## src/rtl/i2c_target_device.sv

```systemverilog
// ---------------------------------------------------------------------------
// i2c_target_device
//   7-bit-address I2C target (responder). SCL and SDA are oversampled on clk,
//   START / repeated START / STOP are detected from the synchronised pins, and
//   a two-process FSM ACKs its own address, hands written bytes to the fabric
//   and shifts read bytes supplied by the fabric back onto the bus.
//   No clock stretching: clk must run at least 10x the SCL frequency.
//
// Ports
//   clk        in   system clock
//   rst        in   asynchronous, active-high reset
//   scl_in     in   raw SCL pin level (asynchronous)
//   sda_in     in   raw SDA pin level (asynchronous)
//   sda_oe     out  1 = pull SDA low, 0 = release (open-drain pad is external)
//   rx_data    out  last byte written by the initiator
//   rx_valid   out  one-cycle pulse, rx_data is new
//   tx_req     out  one-cycle pulse, fabric must present the next read byte
//   tx_data    in   read byte, sampled on the SCL fall that starts the byte
//   addressed  out  high from address ACK until STOP, NACK or next START
//   rw         out  R/W bit of the current transfer (1 = read)
// ---------------------------------------------------------------------------
module i2c_target_device #(
  parameter logic [6:0] DEV_ADDR = 7'h42
) (
  input  logic       clk,
  input  logic       rst,
  input  logic       scl_in,
  input  logic       sda_in,
  output logic       sda_oe,
  output logic [7:0] rx_data,
  output logic       rx_valid,
  output logic       tx_req,
  input  logic [7:0] tx_data,
  output logic       addressed,
  output logic       rw
);

  typedef enum logic [2:0] {
    IDLE     = 3'd0,
    ADDR     = 3'd1,
    ADDR_ACK = 3'd2,
    RX_BYTE  = 3'd3,
    RX_ACK   = 3'd4,
    TX_BYTE  = 3'd5,
    TX_ACK   = 3'd6
  } state_t;

  // Synchroniser and edge-history flops. They reset to the idle bus level (1)
  // so that leaving reset on an idle bus creates no false edge.
  logic scl_meta_q, scl_sync_q, scl_prev_q;
  logic sda_meta_q, sda_sync_q, sda_prev_q;

  logic scl_rise_s, scl_fall_s, sda_rise_s, sda_fall_s;
  logic start_s, stop_s;
  logic [7:0] byte_in_s;

  state_t     state_q, state_d;
  logic [3:0] cnt_q, cnt_d;
  logic [7:0] shift_q, shift_d;
  logic [7:0] tx_shift_q, tx_shift_d;
  logic       load_q, load_d;
  logic       sda_oe_q, sda_oe_d;
  logic       addressed_q, addressed_d;
  logic       rw_q, rw_d;
  logic [7:0] rx_data_q, rx_data_d;
  logic       rx_valid_q, rx_valid_d;
  logic       tx_req_q, tx_req_d;

  // Two-flop synchroniser plus previous-value register on each pin.
  always_ff @(posedge clk or posedge rst) begin
    if (rst) begin
      scl_meta_q <= 1'b1;
      scl_sync_q <= 1'b1;
      scl_prev_q <= 1'b1;
      sda_meta_q <= 1'b1;
      sda_sync_q <= 1'b1;
      sda_prev_q <= 1'b1;
    end else begin
      scl_meta_q <= scl_in;
      scl_sync_q <= scl_meta_q;
      scl_prev_q <= scl_sync_q;
      sda_meta_q <= sda_in;
      sda_sync_q <= sda_meta_q;
      sda_prev_q <= sda_sync_q;
    end
  end

  // Single-cycle edge pulses and bus conditions. SDA moving while SCL is
  // high can only be a START (fall) or STOP (rise).
  always_comb begin
    scl_rise_s = scl_sync_q & ~scl_prev_q;
    scl_fall_s = ~scl_sync_q & scl_prev_q;
    sda_rise_s = sda_sync_q & ~sda_prev_q;
    sda_fall_s = ~sda_sync_q & sda_prev_q;
    start_s    = sda_fall_s & scl_sync_q;
    stop_s     = sda_rise_s & scl_sync_q;
    // Byte as it will look once the bit arriving on this SCL rise is shifted in.
    byte_in_s  = {shift_q[6:0], sda_sync_q};
  end

  // FSM state and datapath registers.
  always_ff @(posedge clk or posedge rst) begin
    if (rst) begin
      state_q     <= IDLE;
      cnt_q       <= 4'd0;
      shift_q     <= 8'h00;
      tx_shift_q  <= 8'h00;
      load_q      <= 1'b0;
      sda_oe_q    <= 1'b0;
      addressed_q <= 1'b0;
      rw_q        <= 1'b0;
      rx_data_q   <= 8'h00;
      rx_valid_q  <= 1'b0;
      tx_req_q    <= 1'b0;
    end else begin
      state_q     <= state_d;
      cnt_q       <= cnt_d;
      shift_q     <= shift_d;
      tx_shift_q  <= tx_shift_d;
      load_q      <= load_d;
      sda_oe_q    <= sda_oe_d;
      addressed_q <= addressed_d;
      rw_q        <= rw_d;
      rx_data_q   <= rx_data_d;
      rx_valid_q  <= rx_valid_d;
      tx_req_q    <= tx_req_d;
    end
  end

  // Next-state and output logic. START/STOP override every state; all SDA
  // drive changes otherwise happen only on an SCL fall.
  always_comb begin
    state_d     = state_q;
    cnt_d       = cnt_q;
    shift_d     = shift_q;
    tx_shift_d  = tx_shift_q;
    load_d      = load_q;
    sda_oe_d    = sda_oe_q;
    addressed_d = addressed_q;
    rw_d        = rw_q;
    rx_data_d   = rx_data_q;
    rx_valid_d  = 1'b0;
    tx_req_d    = 1'b0;

    if (start_s) begin
      state_d     = ADDR;
      cnt_d       = 4'd0;
      shift_d     = 8'h00;
      load_d      = 1'b0;
      sda_oe_d    = 1'b0;
      addressed_d = 1'b0;
    end else if (stop_s) begin
      state_d     = IDLE;
      cnt_d       = 4'd0;
      load_d      = 1'b0;
      sda_oe_d    = 1'b0;
      addressed_d = 1'b0;
    end else begin
      case (state_q)
        IDLE: begin
          cnt_d = 4'd0;
        end

        ADDR: begin
          if (scl_rise_s) begin
            if (cnt_q == 4'd7) begin
              cnt_d = 4'd0;
              if (byte_in_s[7:1] == DEV_ADDR) begin
                rw_d     = byte_in_s[0];
                tx_req_d = byte_in_s[0];
                state_d  = ADDR_ACK;
              end else begin
                state_d = IDLE;
              end
            end else begin
              shift_d = byte_in_s;
              cnt_d   = cnt_q + 4'd1;
            end
          end else begin
            cnt_d = cnt_q;
          end
        end

        // cnt 0: waiting for the fall that starts the ACK bit.
        // cnt 1: waiting for the fall that ends it.
        ADDR_ACK: begin
          if (scl_fall_s) begin
            if (cnt_q == 4'd0) begin
              sda_oe_d    = 1'b1;
              addressed_d = 1'b1;
              cnt_d       = 4'd1;
            end else if (rw_q) begin
              tx_shift_d = {tx_data[6:0], 1'b0};
              sda_oe_d   = ~tx_data[7];
              load_d     = 1'b0;
              cnt_d      = 4'd0;
              state_d    = TX_BYTE;
            end else begin
              sda_oe_d = 1'b0;
              shift_d  = 8'h00;
              cnt_d    = 4'd0;
              state_d  = RX_BYTE;
            end
          end else begin
            cnt_d = cnt_q;
          end
        end

        RX_BYTE: begin
          if (scl_rise_s) begin
            if (cnt_q == 4'd7) begin
              rx_data_d  = byte_in_s;
              rx_valid_d = 1'b1;
              cnt_d      = 4'd0;
              state_d    = RX_ACK;
            end else begin
              shift_d = byte_in_s;
              cnt_d   = cnt_q + 4'd1;
            end
          end else begin
            cnt_d = cnt_q;
          end
        end

        RX_ACK: begin
          if (scl_fall_s) begin
            if (cnt_q == 4'd0) begin
              sda_oe_d = 1'b1;
              cnt_d    = 4'd1;
            end else begin
              sda_oe_d = 1'b0;
              shift_d  = 8'h00;
              cnt_d    = 4'd0;
              state_d  = RX_BYTE;
            end
          end else begin
            cnt_d = cnt_q;
          end
        end

        // Bit 7 of a byte is already on the bus when this state is entered
        // from ADDR_ACK; after an initiator ACK (load_q) the first fall loads
        // and drives the new byte. cnt counts the bits 6..0 driven so far.
        TX_BYTE: begin
          if (scl_fall_s) begin
            if (load_q) begin
              tx_shift_d = {tx_data[6:0], 1'b0};
              sda_oe_d   = ~tx_data[7];
              load_d     = 1'b0;
              cnt_d      = 4'd0;
            end else if (cnt_q == 4'd7) begin
              sda_oe_d = 1'b0;
              cnt_d    = 4'd0;
              state_d  = TX_ACK;
            end else begin
              sda_oe_d   = ~tx_shift_q[7];
              tx_shift_d = {tx_shift_q[6:0], 1'b0};
              cnt_d      = cnt_q + 4'd1;
            end
          end else begin
            cnt_d = cnt_q;
          end
        end

        TX_ACK: begin
          if (scl_rise_s) begin
            cnt_d = 4'd0;
            if (!sda_sync_q) begin
              tx_req_d = 1'b1;
              load_d   = 1'b1;
              state_d  = TX_BYTE;
            end else begin
              addressed_d = 1'b0;
              sda_oe_d    = 1'b0;
              state_d     = IDLE;
            end
          end else begin
            cnt_d = cnt_q;
          end
        end

        default: begin
          state_d     = IDLE;
          cnt_d       = 4'd0;
          sda_oe_d    = 1'b0;
          addressed_d = 1'b0;
        end
      endcase
    end
  end

  assign sda_oe    = sda_oe_q;
  assign rx_data   = rx_data_q;
  assign rx_valid  = rx_valid_q;
  assign tx_req    = tx_req_q;
  assign addressed = addressed_q;
  assign rw        = rw_q;

endmodule

```

## config.mk

```make
export PLATFORM = sky130hd
export DESIGN_NAME = i2c_target_device
export DESIGN_NICKNAME = d
export VERILOG_FILES = /design/src/rtl/i2c_target_device.sv
export SDC_FILE = /design/constraint.sdc
export NUM_CORES = 1
export LEC_CHECK = 0
export BUFFER_PORTS_ARGS = -buffer_cell sky130_fd_sc_hd__buf_2
export CORE_MARGIN = 5
export CORE_UTILIZATION = 40
export DETAILED_ROUTE_END_ITERATION = 10
export MAX_ROUTING_LAYER = met4
export PLACE_DENSITY = 0.7
export REMOVE_ABC_BUFFERS = 1
export SLEW_MARGIN = 10
export SYNTH_ARGS = -nofsm -noshare
export SYNTH_HDL_FRONTEND = slang
export SYNTH_SLANG_ARGS = --single-unit
```

## constraint.sdc

```tcl
create_clock -name clk -period 2.6 [get_ports clk]
set_input_delay 0.26 -clock clk [delete_from_list [all_inputs] [get_ports clk]]
set_output_delay 0.26 -clock clk [all_outputs]
set_load 0.02 [all_outputs]
```

==> results.md, run 1 <==
- Critical path type: flop to flop
- Largest family of logic cells by synthesized area: compound AO/OA/AOI/OAI gates
- Hold_buf cts: 0
- Final core occ: 44.7%
- Insertion delay to the later sink of the worst-skew pair: 290 ps
- Data required time of the worst path: 2790 ps
- Crit path time final: 2210 ps
- Critical path startpoint category: flop
- Diode count: 0
- PwrDens: 523 nW/um^2
- DP HPWL: 3520 um
- Syn_area_per_cell: 10.7 um^2
- Worst-Margin Slew: 701 ps
- Placed Instances: 308
- Residual DRC: 0
- Post-synthesis compound-gate area fraction: 18.3%
- Post-Layout Cell Count: 316
- Die area: 7580 um^2
- Row count: 28
- Antenna-violating nets left: 0
- Delay-heaviest family, CP: simple AND/OR/NAND/NOR gates
- Slowest cell on the critical path: or3b_2
- Hold Path Class: input pin to flop
- Core Region: 5850 um^2
- Setup repair bufs after CTS: 0
- Layout cells sized above 1: 32.0%
- Syn. warnings: 0
- P_leak: 1.20 nW
- Synth-to-Final Area Change: 10.0%
- RSZ-0062 raised after global routing: no
- Post-Synth Adder-Cell Area: 1.05%
- I/O Buffers: 24
- Tot Pwr: 1.37 mW
- Clock Sinks: 41
- Critical Path AT: 2400 ps
- Final GP Congestion: 0.858
- Post-synth EDFFs: 0
- Total Negative Setup Slacks: 0 ps
- Switching share of power: 25.4%
- Main synth FF type: dfrtp_1
- Crit path capture type: flop
- Slowest stage delay, CP: 490 ps
- CTS tree: yes
- Mapped Cells: 221
- CTS Root Buffer Type: clkbuf_8
- Slew Limit Fails: 0
- Gate power share: 11.5%
- Mean number of vias per cell: 5.69
- Synth Area in XOR/XNOR: 1.11%
- Int Pwr: 1.02 mW
- NumNets Final: 254
- Final wirelength: 4960 um
- Crit-path max FO: 4
- Proportion of power drawn by flip-flops and latches: 50.4%
- Unique cell type count in the Yosys netlist: 65
- Multiplexer area fraction after synthesis: 12.0%
- 1st-iter DRT viols: 188
- Initial Utilization: 40.6%
- Die Y: 87.1 um
- Final setup violation count: 0
- Yosys reg bits: 41
- Antenna violations before repair: 0
- Max Freq: 452 MHz
- Total CTS buffers: 5
- Sequential fraction of the synthesis area: 43.5%
- First-pass GRT wire length: 8460 um
- NetSw: 0.348 mW
- Slew margin rel.: 53.2%
- CTS clock-pin slew for the worst setup and hold paths: 90 ps
- Largest net degree at the start of global routing: 42
- Worst VDD drop: 0.354 mV
- Outcome: completed
- Post-cts resize count: 0
- Total GRT Usage: 14.4%
- Vias in the first global route: 1743
- Wirelength per Cell: 15.7 um
- Syn Std Cell Area: 2370 um^2
- # IOs: 25
- Critical path, cell by cell: inv_1, ha_1, or3b_2, nor3_1, a211oi_1, a31oi_1, mux2_2
- Total number of vias: 1798
- CTS Buffer Depth: 2
- Max cap viols: 0
- Tcrit/Tclk final: 85.0%
- Drt pass-1 iters: 4
- Clk_skew: 7.67 ps
- # H-tree levels: 2
- Final hold violations: 0
- Critical path buffer and inverter count: 1
- Remaining Overflow, GRT: 0
- Clock Power Share: 38.1%
- Async SR Flop Fraction: 100%
- Die W: 87.1 um
- Synth Area in Simple Gates: 17.7%
-- metrics by stage --
step | cell area, um^2 | hold WS [ps] | worst slack [ps]
2_1_floorplan | 2260 | 264 | 577
3_3_place_gp | 2500 | 346 | 486
3_5_place_dp | 2500 | 351 | 419
4_1_cts | 2610 | 46.4 | 402
5_1_grt | 2610 | 36.5 | 246
6_report | 2610 | 52.5 | 390
-- Yosys cell counts, types with 2 or more instances --
library cell | instances | area, um^2
a211oi_1 | 5 | 37.5
a21o_1 | 2 | 15.0
a21oi_1 | 15 | 75.1
a22o_1 | 6 | 52.6
a2bb2oi_1 | 2 | 17.5
a311oi_1 | 2 | 17.5
a31oi_1 | 2 | 12.5
and2_1 | 2 | 12.5
and3_1 | 3 | 18.8
and3b_1 | 2 | 17.5
buf_2 | 4 | 20.0
buf_4 | 4 | 30.0
buf_6 | 5 | 56.3
clkbuf_1 | 2 | 7.51
dfrtp_1 | 35 | 876
dfstp_2 | 6 | 158
ha_1 | 2 | 25.0
inv_1 | 10 | 37.5
mux2_2 | 15 | 169
mux2_4 | 7 | 105
nand2_1 | 13 | 48.8
nand3_1 | 2 | 10.0
nor2_1 | 12 | 45.0
nor2b_1 | 4 | 25.0
nor3_1 | 4 | 20.0
nor4b_1 | 3 | 26.3
o21ai_0 | 8 | 40.0
o221ai_1 | 2 | 17.5
or2b_1 | 2 | 15.0
or3_1 | 2 | 12.5
or3b_2 | 2 | 17.5
or4_1 | 2 | 15.0
xor2_1 | 2 | 17.5
-- area by class of cell --
type / count / area (um^2)
clock inverter: 3 / 46.3
timing repair buffer: 27 / 143
tap: 75 / 93.8
clock buffer: 5 / 68.8
multi-input combinational: 155 / 1190
fill: 558 / 3240
inverter: 10 / 37.5
sequential: 41 / 1030
-- routing by layer --
metal  vias up  track usage, %  wire, um
met2        56            22.2      2400
met3         4            3.22       289
met1       887            19.2      2250
met4         0            3.40        25
met5         -               -         0
li1        851               -         -
-- path summary, 6_finish.rpt --
check                           startpoint          to  slack (ps)  cells after the start
worst max-delay path              cnt_q[0]  state_q[0]         390                      7
worst min-delay path                sda_in  sda_meta_q          50                      1
worst max register to register    cnt_q[0]  state_q[0]         390                      7
worst min register to register  scl_meta_q  scl_sync_q         360                      0
max in group asynchronous              rst  scl_sync_q        2150                      3
min in group asynchronous              rst      tx_req          80                      3
-- logic make-up (layout without fill, tap and decap cells) --
kind of cell             Yosys count  count (layout)
XOR/XNOR                           3               3
AO/OA/AOI/OAI                     60              60
AND/OR/NAND/NOR                   67              67
flip-flops                        41              41
buffers and inverters             25              45
adder cells (fa/ha/maj)            2               2
multiplexers                      23              23
-- power groups by stage --
stage / clock network (mW) / registers (mW) / logic (mW)
global route: 0.567 / 0.693 / 0.176
finish: 0.520 / 0.689 / 0.157
detailed placement: 0 / 0.701 / 0.157
CTS: 0.538 / 0.689 / 0.158
global placement: 0 / 0.700 / 0.153
floorplan: 0 / 0.699 / 0.110
-- state kept, by name, indices dropped and copies added (netlist names), 3 cells and up --
name and count:
rx_data 8, shift_q 7, tx_shift_q 7, cnt_q 4, state_q 3
-- cells in the final DEF (no fill, tap or decap), drive strengths merged, types with 4 or more instances in the layout --
| cell | n |
|---|---|
| a211oi | 5 |
| a21oi | 17 |
| a22o | 7 |
| buf | 27 |
| clkbuf | 5 |
| dfrtp | 35 |
| dfstp | 6 |
| inv | 10 |
| mux2 | 22 |
| nand2 | 13 |
| nand3 | 4 |
| nor2 | 12 |
| nor2b | 4 |
| nor3 | 4 |
| o21ai | 9 |
-- worst register-to-register path: cells and delay by family, from the launching register on --
kind,cells,cell delay [ps]
simple gates,2,690
flops,1,410
compound gates,2,380
mux,1,360
fa+ha+maj,1,160
buf+inv,1,90
Power figures use the tool's default switching activity.
==> run 2: changes to the inputs <==
==> constraint.sdc (replaced) <==
create_clock -name clk -period 2.73 [get_ports clk]
set_input_delay 0.273 -clock clk [delete_from_list [all_inputs] [get_ports clk]]
set_output_delay 0.273 -clock clk [all_outputs]
set_load 0.02 [all_outputs]
==> results.md, run 2 (synthesized netlist as in run 1, its figures left out) <==
- Remaining Overflow, GRT: 0 (unchanged)
- Total CTS buffers: 5 (unchanged)
- Placement Setup Slack: 496 ps (+77.0 ps)
- I/O Buffers: 24 (unchanged)
- Largest register FFs: 8 (unchanged)
- Data required time of the worst path: 2910 ps (+120 ps)
- CTS Root Buffer Type: clkbuf_8
- Crit path capture type: flop
- Final Hold Slack: 57.0 ps (+4.50 ps)
- CTS clock-pin slew for the worst setup and hold paths: 90 ps (about the same)
- Crit path time final: 2270 ps (+56.8 ps)
- CTS Buffer Depth: 2 (unchanged)
- Max Freq: 441 MHz (-2.5%)
- Insertion delay to the later sink of the worst-skew pair: 300 ps (about the same)
- Wirelength per Cell: 14.9 um (-5.4%)
- Clock Sinks: 41 (unchanged)
- Core Region: 5850 um^2 (unchanged)
- Residual DRC: 0 (unchanged)
- Hold Path Class: input pin to flop
- Total number of vias: 1755 (-2.4%)
- Critical path startpoint category: flop
- Fill cell count: 560 (+0.36%)
- Max cap viols: 0 (unchanged)
- NumNets Final: 255 (+0.39%)
- Antenna-violating nets left: 0 (unchanged)
- Post-cts resize count: 0 (unchanged)
- Final GP Congestion: 0.922 (+7.5%)
- Worst VDD drop: 0.304 mV (-14%)
- Diode count: 0 (unchanged)
- Critical Path AT: 2450 ps (+50 ps)
- Final core occ: 44.8% (+0.17 points)
- Antenna violations before repair: 0 (unchanged)
- Slew margin rel.: 54.7% (+1.5 points)
- Slew Limit Fails: 0 (unchanged)
- Die area: 7580 um^2 (unchanged)
- Worst-Margin Slew: 680 ps (-22.0 ps)
- Die W: 87.1 um (unchanged)
- RSZ-0062 raised after global routing: no
- # H-tree levels: 2 (unchanged)
- First-pass GRT wire length: 7970 um (-5.8%)
- Die Y: 87.1 um (unchanged)
- P_leak: 1.21 nW (+0.35%)
- Clk_skew: 12.2 ps (+4.50 ps)
- Critical path type: flop to flop
- PwrDens: 497 nW/um^2 (-5.0%)
- # IOs: 25 (unchanged)
- Row count: 28 (unchanged)
- 1st-iter DRT viols: 94 (-50%)
- Setup slack, reg-to-reg: 460 ps (+70 ps)
- DP HPWL: 3420 um (-2.7%)
- Mean number of vias per cell: 5.54 (-2.7%)
- Final hold violations: 0 (unchanged)
- Final setup violation count: 0 (unchanged)
- CTS tree: yes
- Final wirelength: 4710 um (-5.1%)
- Outcome: completed
- Tcrit/Tclk final: 83.0% (-2.0 points)
- Layout cells sized above 1: 31.8% (-0.13 points)
- Initial Utilization: 40.6% (unchanged)
- Synth-to-Final Area Change: 10.4%
- Commonest cells after routing, fill and taps aside: dfrtp_1 (35), buf_2 (24), a21oi_1 (15), mux2_2 (15), nand2_1 (13)
- Drt pass-1 iters: 4 (unchanged)
- Total Negative Setup Slacks: 0 ps (unchanged)
- Most common cell after layout, fill and taps aside: dfrtp_1
- Crit-path max FO: 4 (unchanged)
- Total GRT Usage: 13.5% (-0.82 points)
- Largest net degree at the start of global routing: 25 (-40%)
- Worst setup margin: 463 ps (+73.2 ps)
- Vias in the first global route: 1677 (-3.8%)
## run 2: cell count changes in the layout (fill, tap and decap cells not counted), sizes merged
cell         delta
dlygate4sd3     +1
## run 2: stage by stage
step,cell area [um^2],instances,total power [mW]
after floorplan,2260,206,0.770
after global placement,2500,308,0.813
after detailed placement,2500,308,0.815
after CTS,2620,317,1.32
after global routing,2620,317,1.36
final,2620,317,1.30
## run 2: worst paths after layout
path | cells after the start | to | start
max in group asynchronous | 4 | scl_meta_q | rst
hold / removal | 1 | sda_meta_q | sda_in
hold reg to reg | 0 | scl_sync_q | scl_meta_q
setup reg to reg | 7 | state_q[0] | cnt_q[0]
setup / recovery | 7 | state_q[0] | cnt_q[0]
min in group asynchronous | 3 | rx_data[7] | rst
## run 2: metal layers
layer  up-vias  track usage [%]  share of wire (%)
met5         -                -                  0
met2        46             20.6                 46
met4         0             3.12               0.64
li1        855                -                  -
met3         7             3.60                4.8
met1       847             18.1                 48
## run 2: worst max-delay path, cell delays in order (launching register included)
cell	delay, ps
dfrtp_1	420
inv_1	90
ha_1	160
or3b_2	500
nor3_1	220
a211oi_1	110
a31oi_1	270
mux2_2	370
## run 2: area by class of cell
type | count | area, um^2 | area share, %
Inverter | 10 | 37.5 | 1.43
Sequential cell | 41 | 1030 | 39.4
Clock inverter | 3 | 46.3 | 1.77
Clock buffer | 5 | 68.8 | 2.62
Tap cell | 75 | 93.8 | 3.58
Timing Repair Buffer | 28 | 153 | 5.82
Multi-Input combinational cell | 155 | 1190 | 45.4
## run 2: repair_timing
| item | 4_1_cts | 5_1_grt |
|---|---|---|
| setup buffers | 0 | 0 |
| hold endpoints to repair | 6 | 0 |
| hold buffers | 1 | 0 |
## run 2: power by group
part	leakage, nW	switching, mW	total (mW)	internal [mW]
Clock	0.0543	0.225	0.499	0.274
Combinational	0.617	0.0751	0.141	0.0663
Sequential	0.534	0.0315	0.662	0.631
==> run 3: changes to the inputs <==
==> constraint.sdc (replaced) <==
create_clock -name clk -period 2.4 [get_ports clk]
set_input_delay 0.24 -clock clk [delete_from_list [all_inputs] [get_ports clk]]
set_output_delay 0.24 -clock clk [all_outputs]
set_load 0.02 [all_outputs]
==> results.md, run 3 (synthesized netlist as in run 1, its figures left out) <==
- Outcome: completed
- Hold_buf cts: 0 (-1)
- Crit-path max FO: 4 (unchanged)
- Hold path endpoint: sda_meta_q
- Worst-Margin Slew: 709 ps (+29.9 ps)
- Tcrit/Tclk final: 92.6% (+9.5 points)
- Die W: 87.1 um (unchanged)
- Post-cts resize count: 0 (unchanged)
- Register area: 1030 um^2 (unchanged)
- Slowest cell on the critical path: or3b_2
- Insertion delay to the later sink of the worst-skew pair: 300 ps (about the same)
- Total Negative Setup Slacks: 0 ps (unchanged)
- RSZ-0062 raised after global routing: no
- # IOs: 25 (unchanged)
- Hold Path Class: input pin to flop
- R2r startpoint: cnt_q[0]
- Setup repair bufs after CTS: 0 (unchanged)
- Critical path startpoint category: flop
- Worst setup margin: 178 ps (-284 ps)
- Slowest stage delay, CP: 500 ps (about the same)
- Vias in the first global route: 1747 (+4.2%)
- Most common cell after layout, fill and taps aside: dfrtp_1
- Wirelength per Cell: 16.0 um (+7.4%)
- Crit path capture type: flop
- Max Freq: 450 MHz (+2.1%)
- Delay-heaviest family, CP: simple AND/OR/NAND/NOR gates
- RR Endpoint: state_q[0]
- PwrDens: 526 nW/um^2 (+6.0%)
- Antenna-violating nets left: 0 (unchanged)
- Diode count: 0 (unchanged)
- Total CTS buffers: 5 (unchanged)
- Die area: 7580 um^2 (unchanged)
- Total number of vias: 1773 (+1.0%)
- Critical Path AT: 2410 ps (-40 ps)
- 1st-iter DRT viols: 154 (+64%)
- Largest net degree at the start of global routing: 42 (+68%)
- Remaining Overflow, GRT: 0 (unchanged)
- Synth-to-Final Area Change: 9.43%
- HP Start: sda_in
- Fill cell count: 536 (-4.3%)
- Max cap viols: 0 (unchanged)
- # H-tree levels: 2 (unchanged)
- First-pass GRT wire length: 8510 um (+6.8%)
- Data required time of the worst path: 2590 ps (-320 ps)
- Final setup violation count: 0 (unchanged)
- Depth of the worst register-to-register path: 7 (unchanged)
- Final hold violations: 0 (unchanged)
- Initial Utilization: 40.6% (unchanged)
- Critical path, cell by cell: inv_1, ha_1, or3b_2, nor3_1, a211oi_1, a31oi_1, mux2_2
- Clock Sinks: 41 (unchanged)
- Row count: 28 (unchanged)
- Die Y: 87.1 um (unchanged)
- Commonest cells after routing, fill and taps aside: dfrtp_1 (35), buf_2 (24), a21oi_1 (15), mux2_2 (15), nand2_1 (13)
- CTS Root Buffer Type: clkbuf_8
- NumNets Final: 256 (+0.39%)
- CTS Buffer Depth: 2 (unchanged)
- Critical path buffer and inverter count: 1 (unchanged)
- DP HPWL: 3590 um (+4.9%)
- Min-Delay Path Depth: 1 (unchanged)
- CTS clock-pin slew for the worst setup and hold paths: 80 ps (about the same)
- Mean number of vias per cell: 5.58 (+0.71%)
- Final GP Congestion: 0.852 (-7.7%)
- Critical path type: flop to flop
- Final wirelength: 5080 um (+7.7%)
- Clk_skew: 5.29 ps (-6.89 ps)
- CTS tree: yes
- Crit path time final: 2220 ps (-45.6 ps)
- Drt pass-1 iters: 4 (unchanged)
- Residual DRC: 0 (unchanged)
- P_leak: 1.20 nW (-0.31%)
- Final Hold Slack: 35.9 ps (-21.2 ps)
- Final core occ: 44.4% (-0.41 points)
- Setup slack, reg-to-reg: 180 ps (-280 ps)
- Largest register FFs: 8 (unchanged)
- Placement Setup Slack: 210 ps (-285 ps)
- I/O Buffers: 24 (unchanged)
- Slew margin rel.: 52.7% (-2.0 points)
- Slew Limit Fails: 0 (unchanged)
- Multi-input gate area: 1190 um^2 (unchanged)
- Layout cells sized above 1: 32.5% (+0.69 points)
- Antenna violations before repair: 0 (unchanged)
- Total GRT Usage: 14.5% (+0.98 points)
- Worst VDD drop: 0.275 mV (-9.4%)
- Core Region: 5850 um^2 (unchanged)
run 3: layout make-up:
type | instances | share of cell area, %
Clock inverter | 3 | 0.674
Multi-Input combinational cell | 155 | 45.8
Inverter | 10 | 1.44
Timing Repair Buffer | 29 | 6.07
Tap cell | 75 | 3.61
Clock buffer | 5 | 2.65
Sequential cell | 41 | 39.8
run 3: how the worst max path moves through the flow:
stage,from,end,slack [ps],cells after the start
2_1_floorplan,cnt_q[0],state_q[0],380,7
3_3_place_gp,cnt_q[0],state_q[0],310,7
3_5_place_dp,cnt_q[0],state_q[0],210,7
4_1_cts,cnt_q[0],state_q[0],190,7
5_1_grt,cnt_q[0],state_q[0],40,7
6_report,cnt_q[0],state_q[0],180,7
run 3: per-layer routing:
layer / wire, um / vias up / share of wire [%] / GRT usage [%]
li1: - / 853 / - / -
met3: 234 / 5 / 4.6 / 3.22
met1: 2370 / 868 / 47 / 19.9
met4: 42 / 0 / 0.83 / 4.39
met2: 2430 / 47 / 48 / 21.5
met5: 0 / - / 0 / -
run 3: power breakdown:
part	total (mW)	switching, mW	internal (mW)	leakage [nW]
logic	0.170	0.0959	0.0745	0.624
clock network	0.451	0.250	0.201	0.0439
registers	0.747	0.0295	0.718	0.534
run 3: stage by stage:
stage                     instances  power, mW  area (um^2)
after CTS                       318       1.39         2600
after floorplan                 206      0.876         2260
after global routing            318       1.44         2600
after global placement          310      0.923         2510
final                           318       1.37         2600
after detailed placement        310      0.930         2510
run 3: worst register-to-register path, cell delays in order (launching register included):
cell and delay (ps):
dfrtp_1 430, inv_1 100, ha_1 160, or3b_2 500, nor3_1 200, a211oi_1 110, a31oi_1 260, mux2_2 360
